$ cat config.mk
export PLATFORM = sky130hd
export DESIGN_NAME = vga_scanout_flat
export DESIGN_NICKNAME = d
export VERILOG_FILES = /design/src/rtl/vga_scanout_if.sv /design/src/rtl/vga_scanout.sv /design/src/flat_wrapper.sv
export SDC_FILE = /design/constraint.sdc
export NUM_CORES = 1
export LEC_CHECK = 0
export ABC_AREA = 0
export CORE_MARGIN = 5
export CORE_UTILIZATION = 32
export CTS_BUF_LIST = sky130_fd_sc_hd__clkbuf_4
export DETAILED_ROUTE_END_ITERATION = 10
export PLACE_DENSITY_LB_ADDON = 0.08
export SLEW_MARGIN = 10
export SYNTH_ARGS = -nofsm -noshare
export SYNTH_HDL_FRONTEND = slang
export SYNTH_SLANG_ARGS = --single-unit
$ cat constraint.sdc
create_clock -name clk -period 4.2 [get_ports clk]
set_input_delay 1.26 -clock clk [delete_from_list [all_inputs] [get_ports clk]]
set_output_delay 1.26 -clock clk [all_outputs]
set_load 0.005 [all_outputs]
$ cat src/rtl/vga_scanout_if.sv
// vga_scanout_if: framebuffer read port between the VGA scanout engine and the
// framebuffer memory.
//   fb_rd_en  - read strobe, one per visible pixel (scanout -> memory)
//   fb_addr   - linear pixel address y*H_ACTIVE+x (scanout -> memory)
//   fb_rdata  - {R,G,B} read data, valid the cycle after fb_rd_en (memory -> scanout)
interface vga_scanout_if #(
  parameter int ADDR_W = 19
);
  logic              fb_rd_en;
  logic [ADDR_W-1:0] fb_addr;
  logic [23:0]       fb_rdata;

  modport master (output fb_rd_en, output fb_addr, input fb_rdata);
  modport slave  (input fb_rd_en, input fb_addr, output fb_rdata);
endinterface

$ cat src/rtl/vga_scanout.sv
// vga_scanout: free-running VGA timing generator and framebuffer scanout.
// Walks the full raster, issues one framebuffer read per visible pixel in raster
// order and drives registered RGB, syncs and data-enable, mutually aligned with a
// fixed 3-cycle counter-to-pin latency.
// Ports:
//   clk, reset        - pixel clock, synchronous active-high reset
//   fb                - framebuffer read port (vga_scanout_if master)
//   vga_r/g/b         - pixel colour, zero outside the visible area
//   hsync, vsync      - active-low syncs
//   de                - data enable, high on visible pixels
//   frame_start       - one-cycle pulse with pixel (0,0) at the pins
module vga_scanout #(
  parameter int H_ACTIVE = 640,
  parameter int H_FP     = 16,
  parameter int H_SYNC   = 96,
  parameter int H_BP     = 48,
  parameter int V_ACTIVE = 480,
  parameter int V_FP     = 10,
  parameter int V_SYNC   = 2,
  parameter int V_BP     = 33,
  parameter int ADDR_W   = 19
) (
  input  logic                 clk,
  input  logic                 reset,
  vga_scanout_if.master        fb,
  output logic [7:0]           vga_r,
  output logic [7:0]           vga_g,
  output logic [7:0]           vga_b,
  output logic                 hsync,
  output logic                 vsync,
  output logic                 de,
  output logic                 frame_start
);
  localparam int H_TOTAL = H_ACTIVE + H_FP + H_SYNC + H_BP;
  localparam int V_TOTAL = V_ACTIVE + V_FP + V_SYNC + V_BP;
  localparam int HW = $clog2(H_TOTAL);
  localparam int VW = $clog2(V_TOTAL);

  localparam logic [HW-1:0] H_LAST = HW'(H_TOTAL - 1);
  localparam logic [HW-1:0] H_ACT  = HW'(H_ACTIVE);
  localparam logic [HW-1:0] H_SS   = HW'(H_ACTIVE + H_FP);
  localparam logic [HW-1:0] H_SE   = HW'(H_ACTIVE + H_FP + H_SYNC);
  localparam logic [HW-1:0] H_ONE  = HW'(1);
  localparam logic [VW-1:0] V_LAST = VW'(V_TOTAL - 1);
  localparam logic [VW-1:0] V_ACT  = VW'(V_ACTIVE);
  localparam logic [VW-1:0] V_SS   = VW'(V_ACTIVE + V_FP);
  localparam logic [VW-1:0] V_SE   = VW'(V_ACTIVE + V_FP + V_SYNC);
  localparam logic [VW-1:0] V_ONE  = VW'(1);
  localparam logic [ADDR_W-1:0] A_ONE = ADDR_W'(1);

  logic [HW-1:0]     hcount;
  logic [VW-1:0]     vcount;
  logic [ADDR_W-1:0] addr_cnt;
  logic [ADDR_W-1:0] addr_base;
  logic              active, origin, hs_n, vs_n;

  // stage 1 / stage 2 sideband, delayed to stay aligned with fb_rdata
  logic s1_de, s1_hs, s1_vs, s1_fs;
  logic s2_de, s2_hs, s2_vs, s2_fs;

  // stage 0: raster position
  always_ff @(posedge clk) begin
    if (reset) begin
      hcount <= '0;
      vcount <= '0;
    end else if (hcount == H_LAST) begin
      hcount <= '0;
      vcount <= (vcount == V_LAST) ? '0 : vcount + V_ONE;
    end else begin
      hcount <= hcount + H_ONE;
    end
  end

  assign active = (hcount < H_ACT) && (vcount < V_ACT);
  assign origin = (hcount == '0) && (vcount == '0);
  assign hs_n   = !((hcount >= H_SS) && (hcount < H_SE));
  assign vs_n   = !((vcount >= V_SS) && (vcount < V_SE));
  // Restart the incremental address at the top of every frame so a glitch
  // can never leave the scan permanently offset.
  assign addr_base = origin ? '0 : addr_cnt;

  // stage 1: read request
  always_ff @(posedge clk) begin
    if (reset) begin
      fb.fb_rd_en <= 1'b0;
      fb.fb_addr  <= '0;
      addr_cnt    <= '0;
      s1_de       <= 1'b0;
      s1_hs       <= 1'b1;
      s1_vs       <= 1'b1;
      s1_fs       <= 1'b0;
    end else begin
      fb.fb_rd_en <= active;
      if (active) begin
        fb.fb_addr <= addr_base;
        addr_cnt   <= addr_base + A_ONE;
      end
      s1_de <= active;
      s1_hs <= hs_n;
      s1_vs <= vs_n;
      s1_fs <= origin;
    end
  end

  // stage 2: memory access cycle
  always_ff @(posedge clk) begin
    if (reset) begin
      s2_de <= 1'b0;
      s2_hs <= 1'b1;
      s2_vs <= 1'b1;
      s2_fs <= 1'b0;
    end else begin
      s2_de <= s1_de;
      s2_hs <= s1_hs;
      s2_vs <= s1_vs;
      s2_fs <= s1_fs;
    end
  end

  // stage 3: pins
  always_ff @(posedge clk) begin
    if (reset) begin
      {vga_r, vga_g, vga_b} <= '0;
      de          <= 1'b0;
      hsync       <= 1'b1;
      vsync       <= 1'b1;
      frame_start <= 1'b0;
    end else begin
      {vga_r, vga_g, vga_b} <= s2_de ? fb.fb_rdata : 24'h0;
      de          <= s2_de;
      hsync       <= s2_hs;
      vsync       <= s2_vs;
      frame_start <= s2_fs;
    end
  end
endmodule

$ cat src/flat_wrapper.sv
// flat-port wrapper written by rule: the top's interface ports become plain ports
module vga_scanout_flat 
#(
  parameter int H_ACTIVE = 640,
  parameter int H_FP     = 16,
  parameter int H_SYNC   = 96,
  parameter int H_BP     = 48,
  parameter int V_ACTIVE = 480,
  parameter int V_FP     = 10,
  parameter int V_SYNC   = 2,
  parameter int V_BP     = 33,
  parameter int ADDR_W   = 19
)
  (clk, reset, vga_r, vga_g, vga_b, hsync, vsync, de, frame_start, fb_fb_rd_en, fb_fb_addr, fb_fb_rdata);
  vga_scanout_if #(.ADDR_W(ADDR_W)) fb_i ();
  input  logic clk;
  input  logic reset;
  output logic [7:0] vga_r;
  output logic [7:0] vga_g;
  output logic [7:0] vga_b;
  output logic hsync;
  output logic vsync;
  output logic de;
  output logic frame_start;
  output wire logic [$bits(fb_i.fb_rd_en)-1:0] fb_fb_rd_en;
  output wire logic [$bits(fb_i.fb_addr)-1:0] fb_fb_addr;
  input wire logic [$bits(fb_i.fb_rdata)-1:0] fb_fb_rdata;
  assign fb_fb_rd_en = fb_i.fb_rd_en;
  assign fb_fb_addr = fb_i.fb_addr;
  assign fb_i.fb_rdata = fb_fb_rdata;
  vga_scanout #(.H_ACTIVE(H_ACTIVE), .H_FP(H_FP), .H_SYNC(H_SYNC), .H_BP(H_BP), .V_ACTIVE(V_ACTIVE), .V_FP(V_FP), .V_SYNC(V_SYNC), .V_BP(V_BP), .ADDR_W(ADDR_W)) u_core (.clk(clk), .reset(reset), .fb(fb_i), .vga_r(vga_r), .vga_g(vga_g), .vga_b(vga_b), .hsync(hsync), .vsync(vsync), .de(de), .frame_start(frame_start));
endmodule
======== Word level (Yosys, flattened, before mapping) ========
Index checks and enable logic that the tools add are counted.
storage, ports and cells
  output and inout bits ................... 48
  flip-flop bits (word level) ............. 94
  logic and storage cells ................. 43
operators by class
  equality and inequality tests ........... 2
  add/sub/neg operators ................... 3
  reductions and logical operators ........ 10
  mux-type cells .......................... 2
  order comparisons ....................... 6
  bitwise gates (word level) .............. 1
operators by type and width
  kind                                                                count
  adder 10 x 1 -> 10 bit, second input constant                       2
  == test 10 bit, second input constant                               2
  zero test 10 bit                                                    2
  < comparator 10 bit, second input constant                          2
  < comparator 10 x 9 -> 1 bit, second input constant                 2
  adder 19 x 1 -> 19 bit, second input constant                       1
  two-way mux 19 bit                                                  1
  greater-or-equal comparator 10 bit, second input constant           1
  greater-or-equal comparator 10 x 9 -> 1 bit, second input constant  1
  two-way mux 10 bit                                                  1
  logical AND 1 bit                                                   4
  OR reduction 2 bit                                                  2
  zero test 1 bit                                                     2
  inverter 1 bit                                                      1

======== Depth between registers and ports, before layout ========
Gate-level depths: netlist of the first run.
  depth in word-level cells ............... 4
  mapped depth ............................ 12
  gate-level depth less buffers ........... 11

======== Worst setup path before layout of the first run ========
No wires, ideal clock.
  path kind ............................... register to register
  from .................................... register u_core.hcount[6]
  to ...................................... register u_core.addr_cnt[4]
  stages on the path, launching flop included .. 11
  arrival time ............................ 2,136 ps
  clock period less this slack ............ 2,211 ps
  path buffers ............................ 2
  data required time ...................... 4,126 ps
  path slack .............................. 1,989 ps
  cell sequence ........................... dfxtp_1 clkbuf_1 or3_4 nor4_4 nand2_2 and2_1 ha_1 clkbuf_1 nand3_1 nand3_1 a31oi_1
on the way
  word-level cells in the longest chain between the ends .. 4
ends and longest elaborated chain
  what                      line               RTL
  start: declaration        vga_scanout.sv:51  logic [HW-1:0] hcount;
  start signal: assignment  vga_scanout.sv:70  hcount <= hcount + H_ONE;
  zero test 10 bit          vga_scanout.sv:75  assign origin = (hcount == '0) && (vcount == '0);
  logical AND 1 bit         vga_scanout.sv:75
  two-way mux 19 bit        vga_scanout.sv:80  assign addr_base = origin ? '0 : addr_cnt;
  via u_core.addr_base[1]   vga_scanout.sv:54  logic [ADDR_W-1:0] addr_base;
  adder 19 x 1 -> 19 bit    vga_scanout.sv:96  addr_cnt <= addr_base + A_ONE;
  end signal: assignment    vga_scanout.sv:96
  end: declaration          vga_scanout.sv:53  logic [ADDR_W-1:0] addr_cnt;
The timed path passes the listed nets, and every way through them passes these cells.
A chain may end at the register's enable or synchronous reset.

======== Final worst setup path of the first run ========
  from .................................... register u_core.fb.fb_addr[1]
  to ...................................... output port fb_fb_addr[1]
RTL lines
  what                      line                  RTL
  start: declaration        vga_scanout_if.sv:13  modport master (output fb_rd_en, output fb_addr, input fb_rdata);
  start signal: assignment  vga_scanout.sv:95     fb.fb_addr <= addr_base;
  end: declaration          flat_wrapper.sv:26    output wire logic [$bits(fb_i.fb_addr)-1:0] fb_fb_addr;
No word-level cell between the ends.

==> impl_metrics.json, run 1 <==
{
  "ys_top_cells_by_count": "dfxtp_1 (94), nor2_1 (50), and2_1 (28)",
  "syn_nets": 394,
  "synth_cells": 363,
  "ant_nets": 0,
  "max_stage_delay_ns": 0.54,
  "combPwrFrac": 0.066,
  "worstPathCellList": "clkdlybuf4s50_1",
  "synth.avg_cell_area_um2": 9.62,
  "grt_pass1_wl_um": 12700,
  "clock_path_buffers": 2,
  "drt_iter0_markers": 74,
  "initial_utilization": 0.325,
  "cts_buffers": 9,
  "die_y_um": 114,
  "synth.ff_latch_count": 94,
  "antenna_found_initial": 1,
  "min_to": "u_core.hsync$_SDFF_PP1_",
  "portBuffers": 73,
  "fillCellCount": 1130,
  "critPathArrivalTime_ns": 1.33,
  "setup_ws_ns": 1.61,
  "max_freq_mhz": 386,
  "syn_to_final_growth_pct": 28.0,
  "die_area_um2": 13100,
  "r2r_start": "u_core.vcount[7]$_SDFFE_PP0P_",
  "worst-endpoint-required_ns": 2.94,
  "synth_area_um2": 3490,
  "place_area_um2": 4330,
  "cp-end-kind": "output port",
  "path_clk_slew_ns": 0.14,
  "synth-main-ff-cell": "dfxtp_1",
  "met1_usage": 0.173,
  "slew-limit-headroom": 0.428,
  "critPathBufInv": 1,
  "design_area_um2": 4470,
  "cts_tree": "done",
  "p_switching_uw": 352,
  "drive_gt1_frac": 0.0642,
  "async_flop_share": 0,
  "globalplace.congestion": 0.751,
  "ys_warn_count": 0,
  "ys_seq_area_frac": 0.539,
  "globalRouteTotalUtil": 0.122,
  "die_w_um": 114,
  "routed_wl_um": 7750,
  "critPathLaunchType": "flip-flop",
  "maxCapViolations": 0,
  "reg2regPathDepth": 5,
  "instances_no_fill": 577,
  "pwr-share-seq": 0.615,
  "fp-row-count": 38,
  "cts_resized": 0,
  "grt_max_degree": 47,
  "min_path_cells": 1,
  "synth.distinct_cells": 42,
  "r2r_slack_ns": 1.68,
  "wl_per_cell_um": 13.4,
  "yosysTopAreaCellShare": 0.539,
  "cts_hold_buf": 0,
  "numClockSinks": 94,
  "final_max_slew_viol_count": 0,
  "pre_cts_ws_ns": 1.41,
  "slowest_stage": "clkdlybuf4s50_1",
  "synth-edff-count": 0,
  "hpwl_um": 5200,
  "hold_violations": 0,
  "core_um2": 10700,
  "holdWs_ns": 0.425,
  "cts_max_level": 3,
  "drc": 0,
  "p_clk_frac": 0.319,
  "finalSetupViolCount": 0,
  "clock_skew_ns": 0.0151,
  "status": "completed",
  "grt_busiest_layer": "met1",
  "min_from": "u_core.s2_hs$_SDFF_PP1_",
  "powerDensity_nw_per_um2": 333,
  "peakVddDrop_uv": 124,
  "cts-root-buf": "clkbuf_4",
  "cp_top_family": "buffers and inverters",
  "viasPerCell": 4.58,
  "clock_latency_ns": 0.44,
  "hold_class": "reg2reg",
  "worst_pin_slew_ns": 0.851,
  "met2_usage": 0.172,
  "rsz0062_at_grt": "no",
  "regArea_um2": 1880,
  "synth_top_cell_by_area": "dfxtp_1",
  "grt_overflow": 0,
  "dp.cells": 560,
  "swShare": 0.236,
  "finalCriticalPeriod_ns": 2.59,
  "nets": 462,
  "fin_setup_tns_ns": 0,
  "worstPathMaxFanout": 2,
  "via_count": 2643,
  "crit_type": "reg2out",
  "first_global_vias": 2556,
  "cp.depth": 1,
  "ios": 74,
  "post-cts-setup-buffers": 0,
  "first_pass_iters": 5,
  "use_met3": 0.0359,
  "synth_area_leaders": "dfxtp_1 (54%), xor2_1 (6.5%), nor2_1 (5.4%)",
  "fin_crit_sh": 0.617,
  "multiInputGateArea_um2": 1510,
  "yosysMostFrequentCell": "dfxtp_1",
  "reg2reg_to": "u_core.addr_cnt[4]$_SDFFE_PP0P_",
  "internal_power_mw": 1.14,
  "p_leak_nw": 1.64
}
## area by class of cell
cell class / count / share of cell area
flip-flops and latches: 94 / 0.421
multi-input cells: 246 / 0.337
repair buffers: 76 / 0.169
well taps: 140 / 0.0392
clock buffers: 9 / 0.0151
clock inverters: 7 / 0.0146
inverters: 4 / 0.00336
diodes: 1 / 0.000560
## metal layers
| metal | share of wire | routed length (µm) |
|---|---|---|
| met4 | 0.0081 | 63 |
| met3 | 0.071 | 550 |
| met1 | 0.52 | 4060 |
| met2 | 0.40 | 3080 |
| met5 | 0 | 0 |
## power by group through the flow
stage | registers, mW | clock network [mW] | logic, mW
2_1_floorplan | 0.935 | 0 | 0.0482
3_3_place_gp | 0.935 | 0 | 0.0991
3_5_place_dp | 0.936 | 0 | 0.0998
4_1_cts | 0.916 | 0.502 | 0.100
5_1_grt | 0.919 | 0.535 | 0.109
6_report | 0.916 | 0.475 | 0.0977
## sequential cells by signal, indices dropped and copies added, names as in the netlist
signal and count:
u_core.vsync 1, u_core.addr_cnt 19, u_core.fb.fb_rd_en 1, u_core.s2_de 1, u_core.s2_vs 1, u_core.s2_hs 1, u_core.frame_start 1, u_core.vga_r 8
u_core.vga_g 8, u_core.s2_fs 1, u_core.de 1, u_core.s1_fs 1, u_core.vcount 10, u_core.s1_vs 1, u_core.vga_b 8, u_core.fb.fb_addr 19
u_core.hsync 1, u_core.hcount 10, u_core.s1_hs 1
## layout by cell type, fill, tap and decap left out, types with 4 or more instances in the layout
cell type | netlist | final
nor2_1 | 50 | 50
clkbuf_4 | 0 | 9
clkdlybuf4s50_1 | 0 | 73
nor3_1 | 11 | 11
and3_1 | 6 | 6
dfxtp_1 | 94 | 94
inv_1 | 4 | 4
nand3_1 | 19 | 19
nor2b_1 | 6 | 6
or2_2 | 4 | 4
xor2_1 | 26 | 26
a21oi_1 | 6 | 6
and2_1 | 28 | 28
and4_1 | 5 | 5
nand2_1 | 21 | 21
a22oi_1 | 14 | 14
xnor2_1 | 5 | 5
ha_1 | 5 | 5
nand4_1 | 13 | 13
## logic make-up (layout without fill, tap and decap cells)
logic type / count (synthesis) / in the layout / share of synthesized area
AO/OA/AOI/OAI: 29 / 29 / 0.0570
AND/OR/NAND/NOR: 180 / 180 / 0.276
flip-flops: 94 / 94 / 0.539
buffers and inverters: 23 / 96 / 0.0294
multiplexers: 1 / 1 / 0.00287
XOR/XNOR: 31 / 31 / 0.0778
other: 0 / 1 / 0
adder cells (fa/ha/maj): 5 / 5 / 0.0179
## stage by stage
step	utilization	power [mW]
2_1_floorplan	-	0.983
3_3_place_gp	0.403	1.03
3_5_place_dp	0.403	1.04
4_1_cts	0.415	1.52
5_1_grt	0.416	1.56
6_report	0.416	1.49
## how the worst max path moves through the flow
stage / start / end / slack (ns)
global placement: reset / u_core.vga_g[4]$_SDFF_PP0_ / 1.43
global route: u_core.vcount[6]$_SDFFE_PP0P_ / u_core.fb.fb_addr[7]$_SDFFE_PP0P_ / 1.48
CTS: u_core.fb.fb_addr[10]$_SDFFE_PP0P_ / fb_fb_addr[10] / 1.57
detailed placement: reset / u_core.vga_g[5]$_SDFF_PP0_ / 1.41
floorplan: u_core.hcount[6]$_SDFF_PP0_ / u_core.addr_cnt[4]$_SDFFE_PP0P_ / 1.99
finish: u_core.fb.fb_addr[1]$_SDFFE_PP0P_ / fb_fb_addr[1] / 1.61
Power figures use the tool's default switching activity.
==> inputs of run 2 (changes only) <==
- clock period: 4.2 -> 2.6 ns (I/O delays scaled with it)
==> impl_metrics.json, run 2 (same netlist as run 1, synthesis figures left out) <==
{
  "status": "completed",
  "nets": 466,
  "crit_start": "u_core.hcount[0]$_SDFF_PP0_",
  "fin_setup_tns_ns": 0,
  "ios": 74,
  "clock_latency_ns": 0.43,
  "first_global_vias": 2557,
  "grt_pass1_wl_um": 12800,
  "antenna_found_initial": 1,
  "place_area_um2": 4360,
  "cts_tree": "done",
  "fin_crit_sh": 0.884,
  "drt_iter0_markers": 139,
  "die_w_um": 114,
  "reg.largest.list": "u_core.addr_cnt: 19 flops, u_core.fb.fb_addr: 19 flops",
  "rsz0062_at_grt": "no",
  "reg2reg_to": "u_core.addr_cnt[4]$_SDFFE_PP0P_",
  "post-cts-setup-buffers": 0,
  "dp.cells": 564,
  "pwr-share-seq": 0.629,
  "cts-root-buf": "clkbuf_4",
  "crit_type": "reg2reg",
  "cp-end-kind": "flip-flop",
  "drc": 0,
  "slew-limit-headroom": 0.455,
  "wl_per_cell_um": 13.1,
  "final_common_cell": "dfxtp_1",
  "min_from": "u_core.s2_hs$_SDFF_PP1_",
  "fp-row-count": 38,
  "final_max_slew_viol_count": 0,
  "finalCriticalPeriod_ns": 2.30,
  "globalplace.congestion": 0.770,
  "clock_path_buffers": 2,
  "numClockSinks": 94,
  "use_met3": 0.0412,
  "met1_usage": 0.177,
  "worstPathMaxFanout": 9,
  "cts_buffers": 9,
  "die_y_um": 114,
  "finalSetupViolCount": 0,
  "grt_busiest_layer": "met1",
  "critPathLaunchType": "flip-flop",
  "path_clk_slew_ns": 0.16,
  "core_um2": 10700,
  "portBuffers": 73,
  "instances_no_fill": 581,
  "grt_overflow": 0,
  "r2r_slack_ns": 0.30,
  "final_cell_mix": "dfxtp_1 (94), clkdlybuf4s50_1 (73), nor2_1 (50), and2_1 (28), xor2_1 (26)",
  "via_count": 2698,
  "p_leak_nw": 1.65,
  "p_switching_uw": 586,
  "ant_nets": 0,
  "drive_gt1_frac": 0.0773,
  "hpwl_um": 5150,
  "hold_violations": 0,
  "clock_skew_ns": 0.0231,
  "maxCapViolations": 0,
  "grt_max_degree": 47,
  "initial_utilization": 0.325,
  "r2r_start": "u_core.hcount[0]$_SDFF_PP0_",
  "internal_power_mw": 1.77,
  "powerDensity_nw_per_um2": 523,
  "worstSetupEndpoint": "u_core.addr_cnt[4]$_SDFFE_PP0P_",
  "hold_class": "reg2reg",
  "viasPerCell": 4.64,
  "globalRouteTotalUtil": 0.122,
  "swShare": 0.249,
  "die_area_um2": 13100,
  "reg2regPathDepth": 10,
  "combPwrFrac": 0.069,
  "worst-endpoint-required_ns": 2.96,
  "syn_to_final_growth_pct": 28.8,
  "met2_usage": 0.171,
  "max_freq_mhz": 435,
  "peakVddDrop_uv": 209,
  "first_pass_iters": 4,
  "design_area_um2": 4500,
  "worst_pin_slew_ns": 0.817,
  "critPathArrivalTime_ns": 2.66,
  "p_clk_frac": 0.302,
  "routed_wl_um": 7640,
  "cts_max_level": 3
}
==> run 2: area by class of cell <==
class | count | area (µm²)
fill | 1065 | 6250
sequential | 94 | 1880
multi-input combinational | 246 | 1520
timing repair buffer | 80 | 783
tap | 140 | 175
clock buffer | 10 | 75.1
clock inverter | 6 | 46.3
inverter | 4 | 15.0
antenna | 1 | 2.50
==> run 2: what timing repair did <==
action,4_1_cts,5_1_grt
resized for setup,0,2
hold buffers,0,0
setup endpoints to repair,0,2
==> run 2: worst min-delay path by stage <==
| stage | end | cells after the start |
|---|---|---|
| after global routing | u_core.hsync$_SDFF_PP1_ | 1 |
| after floorplan | u_core.hsync$_SDFF_PP1_ | 1 |
| after detailed placement | u_core.hsync$_SDFF_PP1_ | 1 |
| after CTS | u_core.hsync$_SDFF_PP1_ | 1 |
| final | u_core.hsync$_SDFF_PP1_ | 1 |
| after global placement | u_core.hsync$_SDFF_PP1_ | 1 |
==> run 2: worst max-delay path, cell delays in order, from the launching register on <==
cell and delay (ns):
dfxtp_1 0.37, inv_1 0.06, ha_1 0.14, or4b_1 0.49, nor3_4 0.22, nand2_2 0.14
and2_1 0.19, ha_2 0.25, nand3_1 0.13, nand3_1 0.08, a31oi_1 0.16
==> run 2: through the flow <==
step	setup slack, ns	util	hold slack [ns]	total power, mW
after global routing	0.0958	0.418	0.438	2.50
after detailed placement	0.122	0.406	0.394	1.67
after CTS	0.103	0.417	0.431	2.41
after floorplan	0.389	-	0.389	1.59
final	0.301	0.418	0.427	2.35
after global placement	0.129	0.406	0.394	1.67
==> run 2: routing by layer <==
layer  part of all wire  routed length, µm
met4              0.010                 78
met5                  0                  0
met2               0.40               3030
met3              0.074                563
met1               0.52               3970
==> run 2: power groups by stage <==
stage | clock [mW] | combinational (mW) | sequential (mW)
2_1_floorplan | 0 | 0.0779 | 1.51
3_3_place_gp | 0 | 0.162 | 1.51
3_5_place_dp | 0 | 0.163 | 1.51
4_1_cts | 0.766 | 0.165 | 1.48
5_1_grt | 0.830 | 0.182 | 1.48
6_report | 0.710 | 0.163 | 1.48
